$ cat src/rtl/dpram_pkg.sv
// Shared definitions for dual-port RAM users: default geometry and the
// readout controller state encoding.
package dpram_pkg;

  localparam int unsigned DPRAM_ADDR_WIDTH = 11;
  localparam int unsigned DPRAM_DATA_WIDTH = 16;

  typedef enum logic [1:0] {
    IDLE  = 2'd0,
    READ  = 2'd1,
    DRAIN = 2'd2
  } reader_state_t;

endpackage

$ cat src/rtl/skid_fifo2.sv
// Two-entry FIFO that absorbs RAM read data while the stream is stalled.
// Push is ignored when full and pop is ignored when empty.
module skid_fifo2
  import dpram_pkg::*;
#(
  parameter int unsigned DATA_WIDTH = DPRAM_DATA_WIDTH
) (
  input  logic                  clk,
  input  logic                  rst_n,
  input  logic                  push,
  input  logic                  pop,
  input  logic [DATA_WIDTH-1:0] din,
  output logic [DATA_WIDTH-1:0] dout,
  output logic                  full,
  output logic                  empty
);

  logic [DATA_WIDTH-1:0] mem [2];
  logic                  wr_ptr;
  logic                  rd_ptr;
  logic [1:0]            count;
  logic                  do_push;
  logic                  do_pop;

  // Status flags, qualified handshakes and head-of-queue data.
  always_comb begin
    full    = (count == 2'd2);
    empty   = (count == 2'd0);
    do_push = push && !full;
    do_pop  = pop && !empty;
    dout    = mem[rd_ptr];
  end

  // Storage, pointers and occupancy count.
  always_ff @(posedge clk) begin
    if (!rst_n) begin
      for (int unsigned i = 0; i < 2; i++) begin
        mem[i] <= '0;
      end
      wr_ptr <= 1'b0;
      rd_ptr <= 1'b0;
      count  <= '0;
    end else begin
      if (do_push) begin
        mem[wr_ptr] <= din;
        wr_ptr      <= ~wr_ptr;
      end
      if (do_pop) begin
        rd_ptr <= ~rd_ptr;
      end
      case ({do_push, do_pop})
        2'b10:   count <= count + 2'd1;
        2'b01:   count <= count - 2'd1;
        default: count <= count;
      endcase
    end
  end

endmodule

$ cat src/rtl/dpram_reader.sv
// Reads a block of consecutive words from a synchronous RAM port and
// presents them as a ready/valid stream with a last-beat marker.
module dpram_reader
  import dpram_pkg::*;
#(
  parameter int unsigned ADDR_WIDTH = DPRAM_ADDR_WIDTH,
  parameter int unsigned DATA_WIDTH = DPRAM_DATA_WIDTH
) (
  input  logic                  clk,
  input  logic                  rst_n,
  input  logic                  start,
  input  logic [ADDR_WIDTH-1:0] start_addr,
  input  logic [ADDR_WIDTH:0]   length,
  output logic                  busy,
  output logic                  done,
  output logic [ADDR_WIDTH-1:0] addr_b,
  output logic                  en_b,
  output logic                  we_b,
  input  logic [DATA_WIDTH-1:0] out_b,
  output logic [DATA_WIDTH-1:0] m_tdata,
  output logic                  m_tvalid,
  input  logic                  m_tready,
  output logic                  m_tlast
);

  localparam logic [ADDR_WIDTH:0]   LEN_ONE  = {{ADDR_WIDTH{1'b0}}, 1'b1};
  localparam logic [ADDR_WIDTH-1:0] ADDR_ONE = {{(ADDR_WIDTH-1){1'b0}}, 1'b1};

  reader_state_t       state;
  reader_state_t       state_next;
  logic [ADDR_WIDTH:0] len_q;
  logic [ADDR_WIDTH:0] rd_left;
  logic [ADDR_WIDTH:0] beat_cnt;
  logic                rd_valid;
  logic                fifo_full;
  logic                fifo_empty;
  logic                pop;
  logic                issue;
  logic [2:0]          occupancy;

  assign we_b = 1'b0;

  skid_fifo2 #(
    .DATA_WIDTH(DATA_WIDTH)
  ) u_buf (
    .clk   (clk),
    .rst_n (rst_n),
    .push  (rd_valid),
    .pop   (pop),
    .din   (out_b),
    .dout  (m_tdata),
    .full  (fifo_full),
    .empty (fifo_empty)
  );

  // Stream handshake and read-credit check. A word popped this cycle frees
  // its slot in time for a read issued now, which sustains one beat per cycle
  // across the two-cycle RAM-to-buffer latency.
  always_comb begin
    m_tvalid  = !fifo_empty;
    pop       = m_tvalid && m_tready;
    m_tlast   = m_tvalid && (beat_cnt == (len_q - LEN_ONE));
    occupancy = {1'b0, fifo_full, !fifo_empty && !fifo_full} + {2'b00, rd_valid};
    issue     = (state == READ) && (rd_left != '0)
                && (occupancy < (3'd2 + {2'b00, pop}));
  end

  // Next-state logic and state-derived outputs.
  always_comb begin
    state_next = state;
    en_b       = issue;
    busy       = (state != IDLE);
    case (state)
      IDLE:    if (start && (length != '0)) state_next = READ;
      READ:    if (issue && (rd_left == LEN_ONE)) state_next = DRAIN;
      DRAIN:   if (pop && m_tlast) state_next = IDLE;
      default: state_next = IDLE;
    endcase
  end

  // State register.
  always_ff @(posedge clk) begin
    if (!rst_n) begin
      state <= IDLE;
    end else begin
      state <= state_next;
    end
  end

  // Address, read/beat counters, in-flight flag and completion pulse.
  always_ff @(posedge clk) begin
    if (!rst_n) begin
      addr_b   <= '0;
      len_q    <= '0;
      rd_left  <= '0;
      beat_cnt <= '0;
      rd_valid <= 1'b0;
      done     <= 1'b0;
    end else begin
      done     <= 1'b0;
      rd_valid <= issue;
      if (state == IDLE) begin
        if (start) begin
          addr_b   <= start_addr;
          len_q    <= length;
          rd_left  <= length;
          beat_cnt <= '0;
          done     <= (length == '0);
        end
      end else begin
        if (issue) begin
          addr_b  <= addr_b + ADDR_ONE;
          rd_left <= rd_left - LEN_ONE;
        end
        if (pop) begin
          beat_cnt <= beat_cnt + LEN_ONE;
          if (m_tlast) begin
            done <= 1'b1;
          end
        end
      end
    end
  end

endmodule
$ cat config.mk
export PLATFORM = sky130hd
export DESIGN_NAME = dpram_reader
export DESIGN_NICKNAME = d
export VERILOG_FILES = /design/src/rtl/dpram_pkg.sv /design/src/rtl/skid_fifo2.sv /design/src/rtl/dpram_reader.sv
export SDC_FILE = /design/constraint.sdc
export NUM_CORES = 1
export LEC_CHECK = 0
export BUFFER_PORTS_ARGS = -buffer_cell sky130_fd_sc_hd__buf_2
export CAP_MARGIN = 20
export CORE_MARGIN = 10
export CORE_UTILIZATION = 25
export DETAILED_ROUTE_END_ITERATION = 10
export PLACE_DENSITY = 0.5
export SYNTH_ARGS = -nofsm -noshare
export SYNTH_HDL_FRONTEND = slang
export SYNTH_SLANG_ARGS = --single-unit
$ cat constraint.sdc
create_clock -name clk -period 7.8 [get_ports clk]
set_input_delay 1.56 -clock clk [delete_from_list [all_inputs] [get_ports clk]]
set_output_delay 1.56 -clock clk [all_outputs]
set_load 0.01 [all_outputs]
Yosys cells after proc, flatten, opt, wreduce, memory -nomap -nowiden. Memory sizes are Yosys's and may differ from the RTL's. A register that Yosys moved wholly into a read port is not among the register bits. Cells that the tools add are included.

Flip-flop bits (word level): 55. RAM bits: 32. Input bits: 43. Output and inout port bits: 33. Memories: 1.

Memory list: u_buf.mem (words 2, bits a word 16, read ports 1, clocked after Yosys merged registers in 1, wr ports 2, line skid_fifo2.sv:18) `logic [DATA_WIDTH-1:0] mem [2];`.

Add/subtract/negate cells: 8. $lt $le $gt $ge: 1. Eq/ne operators: 11. Mux-type cells: 27. Bitwise operators: 2. Reduce and logical (&&, ||, !) cells: 26.

Operators by type and width (count): $mux W12 (6); $mux W11 (3); $reduce_bool A12 Y1 (2); $sub A12 B1 Y12 const B (2); $mux W16 (1); $reduce_or A16 Y1 (1); $add A12 B1 Y12 const B (1); $eq A12 B1 Y1 const B (1); $eq A12 B12 Y1 (1); $logic_not A12 Y1 (1); $mux W1 (12); $add A11 B1 Y11 const B (1); $logic_and A1 B1 Y1 (10); $reduce_bool A2 Y1 (4); $eq A2 B2 Y1 const B (3); $mux W2 (3); $ne A2 B2 Y1 const B (3); $pmux W2 S3 (1); $reduce_and A2 Y1 (3); $eq A2 B1 Y1 const B (2); $logic_not A2 Y1 (2); $pmux W2 S2 (1); $add A2 B1 Y3 (1); $add A2 B1 Y3 const A (1); other kinds (7) (9).

Longest topological paths before layout. Gate-level depths: netlist of the first run.

Depth after elaboration: 9. Gate-level depth with buffers: 10.

Cells and area by module. From an unflattened synthesis of the first run, not the netlist that was laid out.

Cells, all modules: 553. Area total of the unflattened synthesis: 4868.4 um2.

Modules (own cells, without submodules): dpram_reader (instances 1, cells each 423, area an instance 3265.6 um2, sequential area each 1021.0 um2); skid_fifo2 (instances 1, cells each 130, area an instance 1602.8 um2, sequential area each 1061.0 um2).

Least setup slack after synthesis of the first run. OpenSTA, ideal clock, no wires.

Path kind: register to output. From: reg len_q[0]. To: out m_tlast. Arrival: 2.171 ns. Data required time: 6.240 ns. Setup slack: 4.069 ns. Cell stages (with the launch flop): 10. Buffers on the path: 2. Cells stage by stage: dfxtp_1 -> buf_6 -> inv_1 -> ha_1 -> clkbuf_1 -> nor3b_2 -> a41oi_1 -> or3_1 -> or4_4 -> nor2_1.

Word-level cells in the longest chain between the ends: 3.

RTL lines: from (decl) (line dpram_reader.sv:31) `logic [ADDR_WIDTH:0] len_q;`; from (signal assigned) (line dpram_reader.sv:105) `len_q <= length;`; $sub A12 B1 Y12 (line dpram_reader.sv:62) `m_tlast = m_tvalid && (beat_cnt == (len_q - LEN_ONE));`; $eq A12 B12 Y1 (line dpram_reader.sv:62); $logic_and A1 B1 Y1 (line dpram_reader.sv:62); to (decl) (line dpram_reader.sv:23) `output logic m_tlast`.

No other way between the ends.

Final worst setup path of the first run. Same ends and word-level chain as after synthesis.

==> metrics.sh, run 1 <==
MET1_ROUTED_WIRELENGTH_AFTER_DETAILED_ROUTING_UM=6000
FLOORPLAN.IO_PINS=76
HORIZONTAL_DIE_DIMENSION_UM=158
TIMING.FINAL.SETUP_VIOLATIONS=0
CTS_TREE='yes'
REMAINING_DRCS=0
SLEW_AT_THE_PIN_CLOSEST_TO_ITS_MAX_SLEW_LIMIT_NS=0.913
ROWS=50
CTS_HOLD_BUFFERS=0
CLKTRANSATPATHREGS_NS=0.07
LAYOUT-DRIVE-GT1-SHARE=0.212
RSZ0062_AT_GRT='false'
LAYOUT.FILLER_CELLS=1980
MAXSLEWVIOLCOUNT=0
TOP_LIBRARY_CELLS_BY_USAGE_IN_THE_LAYOUT_FILL_AND_TAPS_ASIDE='74 x buf_2, 71 x nand2_1, 56 x dfxtp_1, 50 x a21oi_1, 48 x nor2_1'
FINAL.SETUP_SKEW_NS=0.00997
ASYNC_SET_OR_RESET_FLOP_FRACTION_IN_THE_SYNTHESIZED_NETLIST=0
TOP_LAYER='met5'
FIRST_GLOBAL_VIAS=4034
SYNTHCELLS=549
REGAREA_UM2=2080
CTS.SINKS=88
NETLIST_TOP_CELLS_AREA='dfxtp_1 24%, edfxtp_1 20%, nand2_1 5.6%, a21oi_1 5.4%, and2_1 5.0%'
CTS-ROOT-BUF='clkbuf_16'
FINAL_ESTIMATED_ROUTING_CONGESTION_IN_GLOBAL_PLACEMENT=0.912
MET2WIRELENGTH_UM=6060
GLOBAL_ROUTE_WIRE_LENGTH_BEFORE_REPAIR_UM=21200
INITIAL_UTILIZATION=0.254
IO_BUFFER_COUNT=74
CORE_AREA_UM2=18700
DRT-VIAS-PER-INSTANCE=4.94
PATH_CELLS='inv_1, ha_1, nor3b_2, a41oi_1, or3_1, or4_4, nor2_1, buf_2'
DETAILROUTE.VIA_COUNT=4173
CLKLATENCYLATEPIN_NS=0.35
YOSYS.AREA.TOP_TYPE='dfxtp_1'
WORSTPATHARRIVAL_NS=2.77
SYNTHDOMINANTCELLAREASHARE=0.236
FIRST_ITER_VIOLATIONS=272
CRIT_PATH_START_KIND='flip-flop'
DRTANTENNAVIOLNETS=0
POSTPLACECELLAREA_UM2=5320
HOLDCRITPATHCLASS='reg2reg'
SLEW-LIMIT-HEADROOM=0.389
DRT-TOTAL-WL_UM=13500
GR_OVFL_TOTAL=0
ANTENNA_FOUND_INITIAL=3
DRT_PASS1_ITERATIONS=7
WIRE_PER_INST_UM=16.0
GRT_UTIL_ALL_LAYERS=0.107
WL_MET3_UM=1000
MAPPEDNETLISTNETS=599
TIMING.FMAX_MHz=231
DIE_Y_UM=158
FP.DIEAREA_UM2=24900
DPL.HPWL_UM=9610
MOST_FREQUENTLY_USED_FLOP_MASTER_AFTER_SYNTHESIS='dfxtp_1'
CTSHTREEMAXLEVEL=3
POST_CTS.REPAIR.SETUP_BUFFERS=0
FINAL.MIN_CLOCK_PERIOD_NS=4.33
POST_SYNTH.CELL_AREA_AVG_UM2=8.66
FIN_SETUP_TNS_NS=0
SYNTHESIS.YOSYS.WARNINGS=0
REPORT.FINAL.HOLD_VIOL_COUNT=0
POWER.DENSITY_CELL_AREA_nW_PER_UM2=242
NUM_CTS_BUFFERS=9
SYNTH_EDF_COUNT=32
PATH_BUF_INV=2
NUMBER_OF_FLIP_FLOPS_AND_LATCHES_IN_THE_SYNTHESIZED_NETLIST=88
SLOWEST_STAGE_CELL_ON_THE_CRITICAL_PATH='or4_4'
MULTI_INPUT_COMB_AREA_UM2=2480
GRT_MAX_DEGREE=51
SYNTHDISTINCTLIBCELLS=61
MAX-CLOCK-PATH-BUFFERS=2
SLOWEST_DELAY_NS=0.50
P_LEAK_nW=2.23
CPLARGESTDELAYFAMILY='simple AND/OR/NAND/NOR gates'
MIN_PERIOD_OVER_PERIOD=0.555
STATUS='finished, final reports clean'
YS_SEQ_AREA_FRAC=0.438
MOST_COMMON_CELL_AFTER_LAYOUT_FILL_AND_TAPS_ASIDE='buf_2'
WORSTSETUPPATHTYPE='reg2out'
CP_DATA_REQUIRED_TIME_NS=6.24
SYNTHESIS.AREA_UM2=4760
CRITICAL_PATH_PEAK_FANOUT=10
SYNTHTOLAYOUTAREAGROWTH_PCT=19.2
ENDPOINT_KIND='output pin'
FINAL_DESIGN_AREA_NO_FILL_UM2=5670
IR_DROP_V=0.000110
DRV_CAP=0
CTS.REPAIR.RESIZED=0
NETS=654
## tightest hold or removal path: stages, from the launching register on
cell,delay [ns]
dfxtp_1,0.31
nand2_1,0.05
a21oi_1,0.05
## power by group
part / internal (mW) / leakage (nW) / switching [mW]
combinational: 0.130 / 1.27 / 0.172
sequential: 0.515 / 0.791 / 0.0451
clock: 0.316 / 0.171 / 0.194
total: 0.961 / 2.23 / 0.411
## state kept, by name, summed over array words and instances, names as in the netlist, named ones only
| register | count |
|---|---|
| done | 1 |
| u_buf.count | 2 |
| rd_left | 12 |
| rd_valid | 1 |
| u_buf.wr_ptr | 1 |
| len_q | 12 |
| state | 2 |
| beat_cnt | 12 |
| u_buf.mem | 32 |
| u_buf.rd_ptr | 1 |
| addr_b | 11 |
## per-layer routing
layer	GRT usage	up-vias
li1	-	2071
met1	0.126	1938
met2	0.165	135
met3	0.0410	27
met4	0.0578	2
met5	0	-
## synthesized netlist by cell type (4+ instances only)
master	number
edfxtp_1	32
nand2b_1	5
inv_1	8
o221a_2	5
clkbuf_1	26
nor2_1	49
nor4_1	7
and3_1	11
nand4_1	6
a21oi_1	51
o31ai_1	6
o21ai_0	33
nand2_1	71
xnor2_1	9
ha_1	7
or3_1	8
nor3_1	12
mux2_2	16
nand3_1	13
xor2_1	9
and2_1	38
dfxtp_1	56
a31oi_1	8
nor2b_1	4
## cell families (layout without fill, tap and decap cells)
kind of cell / count (synthesis) / count (layout) / synth area share
buf+inv: 46 / 106 / 0.0434
flops: 88 / 88 / 0.438
simple gates: 242 / 242 / 0.259
other cells: 1 / 3 / 0.000788
compound gates: 130 / 130 / 0.168
xor+xnor: 18 / 18 / 0.0331
fa+ha+maj: 7 / 7 / 0.0184
mux: 17 / 17 / 0.0400
## per-stage QoR
| stage | hold slack [ns] | util | power [mW] | setup WS, ns | instances |
|---|---|---|---|---|---|
| floorplan | 0.446 | - | 0.773 | 4.07 | 549 |
| global placement | 0.462 | 0.283 | 0.864 | 3.78 | 826 |
| detailed placement | 0.462 | 0.284 | 0.874 | 3.78 | 827 |
| CTS | 0.470 | 0.303 | 1.39 | 3.44 | 843 |
| global route | 0.502 | 0.303 | 1.45 | 3.27 | 843 |
| finish | 0.468 | 0.303 | 1.37 | 3.47 | 845 |
## final cells by class
class,instances,area share
multi-input combinational,415,0.437
sequential,88,0.367
timing repair buffer,80,0.0746
tap,234,0.0516
clock buffer,9,0.0397
clock inverter,7,0.0221
inverter,10,0.00662
antenna,2,0.000883
## final timing paths
path | to | slack, ns | from | cells past startpoint
hold reg to reg | len_q[11] | 0.47 | len_q[11] | 2
setup reg to reg | addr_b[0] | 5.09 | rd_left[4] | 6
setup / recovery | m_tlast | 3.47 | len_q[0] | 8
hold / removal | len_q[11] | 0.47 | len_q[11] | 2
No activity file was read; power rests on OpenSTA's default activity.
==> run 2: changes to the inputs <==
--- a/config.mk
+++ b/config.mk
@@ -5,6 +5,7 @@
 export SDC_FILE = /design/constraint.sdc
 export NUM_CORES = 1
 export LEC_CHECK = 0
+export ABC_AREA = 1
 export BUFFER_PORTS_ARGS = -buffer_cell sky130_fd_sc_hd__buf_2
 export CAP_MARGIN = 20
 export CORE_MARGIN = 10
==> constraint.sdc (replaced) <==
create_clock -name clk -period 4.3 [get_ports clk]
set_input_delay 0.86 -clock clk [delete_from_list [all_inputs] [get_ports clk]]
set_output_delay 0.86 -clock clk [all_outputs]
set_load 0.01 [all_outputs]
==> run 2 against run 1 <==
  * Power is 65% higher
  * Sequential share of layout area is 0.27 points lower
  * Via count is 1.8% higher
==> metrics.sh, run 2 <==
FIRST_GLOBAL_VIAS=4099  # was 4034
POST_SYNTH_XOR_AREA_FRACTION=0.0182  # was 0.0331
NETLIST_TOP_CELLS_AREA='dfxtp_1 23%, edfxtp_1 20%, nand2_1 11%, nor2_1 7.3%, inv_1 5.2%'  # was dfxtp_1 24%, edfxtp_1 20%, nand2_1 5.6%, a21oi_1 5.4%, and2_1 5.0%
SYNTH_MUX_AREA_FRAC=0.0396  # was 0.0400
CTS.SINKS=88  # unchanged
GR_OVFL_TOTAL=0  # unchanged
POST_SYNTH.CELL_AREA_AVG_UM2=7.58  # was 8.66 um2
STATUS='finished, final reports clean'  # unchanged
SLEW_AT_THE_PIN_CLOSEST_TO_ITS_MAX_SLEW_LIMIT_NS=0.919  # was 0.913 ns
FINAL.SETUP_SKEW_NS=0.00796  # was 0.00997 ns
WORSTPATHARRIVAL_NS=2.07  # was 2.77 ns
DRT-VIAS-PER-INSTANCE=4.39  # was 4.94
FP.DIEAREA_UM2=25200  # was 24900 um2
DETAILROUTE.VIA_COUNT=4247  # was 4173
MAPPEDNETLISTNETS=684  # was 599
PATH_CELLS='inv_1, ha_1, nand2_1, nor2_1, nand3_1, nand3b_1, nand2_1, nor2_1, nand2_1, nor2_2, buf_2'  # was inv_1, ha_1, nor3b_2, a41oi_1, or3_1, or4_4, nor2_1, buf_2
IR_DROP_V=0.000228  # was 0.000110 V
MIN_DELAY_PATH_DEPTH=1  # was 2
WORST-R2R-SETUP-SLACK_NS=2.00  # was 5.09 ns
P_LEAK_nW=2.49  # was 2.23 nW
SLOWEST_STAGE_CELL_ON_THE_CRITICAL_PATH='dfxtp_1'  # was or4_4
CRITICAL_PATH_PEAK_FANOUT=5  # was 10
CP_DATA_REQUIRED_TIME_NS=3.44  # was 6.24 ns
POWER.DENSITY_CELL_AREA_nW_PER_UM2=397  # was 242 nW/um2
SIMPLE_GATE_SHARE_OF_THE_SYNTHESIZED_AREA=0.274  # was 0.259
ROWS=50  # unchanged
DRTANTENNAVIOLNETS=0  # unchanged
DRT-TOTAL-WL_UM=13400  # was 13500 um
MAX_FLOP_REGISTER='u_buf.mem'  # unchanged
REPORT.FINAL.HOLD_VIOL_COUNT=0  # unchanged
YS_SEQ_AREA_FRAC=0.433  # was 0.438
FIN_SETUP_TNS_NS=0  # unchanged
YOSYS.AREA.TOP_TYPE='dfxtp_1'  # unchanged
DPL.HPWL_UM=9750  # was 9610 um
SYNTH_TOP_FAMILY_BY_AREA='simple AND/OR/NAND/NOR gates'  # unchanged
SYNTHDISTINCTLIBCELLS=46  # was 61
FIRST_ITER_VIOLATIONS=256  # was 272
CTS.REPAIR.RESIZED=0  # unchanged
SYNTHESIS.YOSYS.WARNINGS=0  # unchanged
TIMING.FMAX_MHz=341
SYNTHDOMINANTCELLAREASHARE=0.233  # was 0.236
NUM_CTS_BUFFERS=9  # unchanged
POSTPLACECELLAREA_UM2=5420  # was 5320 um2
ASYNC_SET_OR_RESET_FLOP_FRACTION_IN_THE_SYNTHESIZED_NETLIST=0  # unchanged
TIMING.FINAL.SETUP_VIOLATIONS=0  # unchanged
CTS_HOLD_BUFFERS=0  # unchanged
WORSTSETUPPATHTYPE='reg2out'  # unchanged
NUMBER_OF_FLIP_FLOPS_AND_LATCHES_IN_THE_SYNTHESIZED_NETLIST=88  # unchanged
CORE_AREA_UM2=18800  # was 18700 um2
SLOWEST_DELAY_NS=0.33  # was 0.50 ns
SYNTHTOLAYOUTAREAGROWTH_PCT=18.9  # was 19.2%
ANTENNA_FOUND_INITIAL=0  # was 3
FINAL_ESTIMATED_ROUTING_CONGESTION_IN_GLOBAL_PLACEMENT=0.847  # was 0.912
CTS-ROOT-BUF='clkbuf_16'  # unchanged
WIRE_PER_INST_UM=13.8  # was 16.0 um
LAYOUT-DRIVE-GT1-SHARE=0.191  # was 0.212
INITIAL_UTILIZATION=0.255  # was 0.254
NETS=752  # was 654
SYNTH_FA_HA_AREA_FRAC=0.0182  # was 0.0184
FINAL_DESIGN_AREA_NO_FILL_UM2=5710  # was 5670 um2
R2R_END='u_buf.mem[0][15]'  # was addr_b[0]
GRT_MAX_DEGREE=38  # was 51
HOLD-WORST-SLACK_NS=0.454  # was 0.468 ns
POST_CTS.REPAIR.SETUP_BUFFERS=0  # unchanged
IO_BUFFER_COUNT=74  # unchanged
ENDPOINT_KIND='output pin'  # unchanged
SYNTH_COMPOUND_GATE_AREA_SHARE=0.137  # was 0.168
ANTENNADIODECOUNT=0  # was 2
FLOORPLAN.IO_PINS=76  # unchanged
CRIT_PATH_START_KIND='flip-flop'  # unchanged
CPLARGESTDELAYFAMILY='simple AND/OR/NAND/NOR gates'  # unchanged
SLEW-LIMIT-HEADROOM=0.387  # was 0.389
YS_TOP_CELLS_BY_COUNT='137 x nand2_1, 93 x nor2_1, 66 x inv_1'  # was 71 x nand2_1, 56 x dfxtp_1, 51 x a21oi_1
CLKTRANSATPATHREGS_NS=0.07  # about the same
GLOBAL_ROUTE_WIRE_LENGTH_BEFORE_REPAIR_UM=21200  # about the same
SYNTHCELLS=634  # was 549
MAX-CLOCK-PATH-BUFFERS=2  # unchanged
MAXSLEWVIOLCOUNT=0  # unchanged
CTS_TREE='yes'  # unchanged
DRT_PASS1_ITERATIONS=4  # was 7
WORST_HOLD_STARTPOINT='u_buf.rd_ptr'  # was len_q[11]
LAYOUT.FILLER_CELLS=2038  # was 1980
HORIZONTAL_DIE_DIMENSION_UM=159  # was 158 um
R2R.WORST_PATH.CELLS=6  # unchanged
MIN_PERIOD_OVER_PERIOD=0.681
GRT_UTIL_ALL_LAYERS=0.107  # about the same
SYNTH_EDF_COUNT=32  # unchanged
CLKLATENCYLATEPIN_NS=0.35  # about the same
DIE_Y_UM=159  # was 158 um
RSZ0062_AT_GRT='false'  # unchanged
REMAINING_DRCS=0  # unchanged
PATH_BUF_INV=2  # unchanged
RR_STARTPOINT='u_buf.count[0]'  # was rd_left[4]
SYNTH.MOST_COMMON_CELL='nand2_1'  # unchanged
MOST_FREQUENTLY_USED_FLOP_MASTER_AFTER_SYNTHESIS='dfxtp_1'  # unchanged
TOP_LIBRARY_CELLS_BY_USAGE_IN_THE_LAYOUT_FILL_AND_TAPS_ASIDE='137 x nand2_1, 93 x nor2_1, 74 x buf_2, 66 x inv_1, 56 x dfxtp_1'  # was 74 x buf_2, 71 x nand2_1, 56 x dfxtp_1, 50 x a21oi_1, 48 x nor2_1
CTSHTREEMAXLEVEL=3  # unchanged
FINAL.MIN_CLOCK_PERIOD_NS=2.93
LARGEST_REGISTER_FFS=32  # unchanged
MOST_COMMON_CELL_AFTER_LAYOUT_FILL_AND_TAPS_ASIDE='nand2_1'  # was buf_2
CRIT_TOP_CELL='nand2_1'
HOLDCRITPATHCLASS='reg2reg'  # unchanged
SYNTHESIS.AREA_UM2=4800  # was 4760 um2
DRV_CAP=0  # unchanged
run 2: changes by cell type after synthesis, sizes merged, moves of 8 or more:
cell | previous run | this run
and3 | 11 | 2
nand2 | 71 | 144
inv | 9 | 68
nand3 | 13 | 35
o21ai | 33 | 49
nor2 | 49 | 99
clkbuf | 26 | 12
and2 | 38 | 1
a21oi | 51 | 43
a31oi | 8 | 0
or3 | 9 | 0
run 2: final cells by class:
class	instances	area (um2)	share of cell area
Multi-Input combinational cell	455	2340	0.410
Sequential cell	88	2080	0.364
Inverter	69	259	0.0453
Timing Repair Buffer	79	408	0.0714
Clock inverter	7	70.1	0.0123
Tap cell	260	325	0.0569
Clock buffer	9	225	0.0394
run 2: logic make-up (layout without fill, tap and decap cells):
group           count (synthesis)  after routing
compound gates                114            114
xor+xnor                       10             10
fa+ha+maj                       7              7
buf+inv                        91            164
flops                          88             88
mux                            17             17
other cells                     1              1
simple gates                  306            306
run 2: worst max-delay path by stage:
stage | startpoint | end | slack, ns | depth (start not counted)
2_1_floorplan | rst_n | u_buf.mem[1][0] | 1.95 | 4
3_3_place_gp | rst_n | u_buf.mem[1][1] | 1.64 | 5
3_5_place_dp | rst_n | u_buf.mem[1][0] | 1.62 | 5
4_1_cts | len_q[0] | m_tlast | 1.35 | 11
5_1_grt | len_q[0] | m_tlast | 1.14 | 11
6_report | len_q[0] | m_tlast | 1.37 | 11
run 2: power by group:
| part | leakage [nW] | internal (mW) | switching, mW |
|---|---|---|---|
| logic | 1.55 | 0.179 | 0.301 |
| registers | 0.792 | 0.927 | 0.0649 |
| clock network | 0.144 | 0.412 | 0.383 |
run 2: per-stage QoR:
step	util	setup WS, ns	instances	power, mW
5_1_grt	0.303	1.14	967	2.40
2_1_floorplan	-	1.95	634	1.35
3_5_place_dp	0.288	1.62	951	1.50
6_report	0.303	1.37	967	2.27
3_3_place_gp	0.288	1.64	951	1.50
4_1_cts	0.303	1.35	967	2.30
run 2: metal layers:
| metal | track usage | part of all wire | wire length, um |
|---|---|---|---|
| met1 | 0.141 | 0.50 | 6660 |
| met2 | 0.165 | 0.44 | 5850 |
| met3 | 0.0267 | 0.049 | 650 |
| met4 | 0.0410 | 0.016 | 212 |
| met5 | 0 | 0 | 0 |
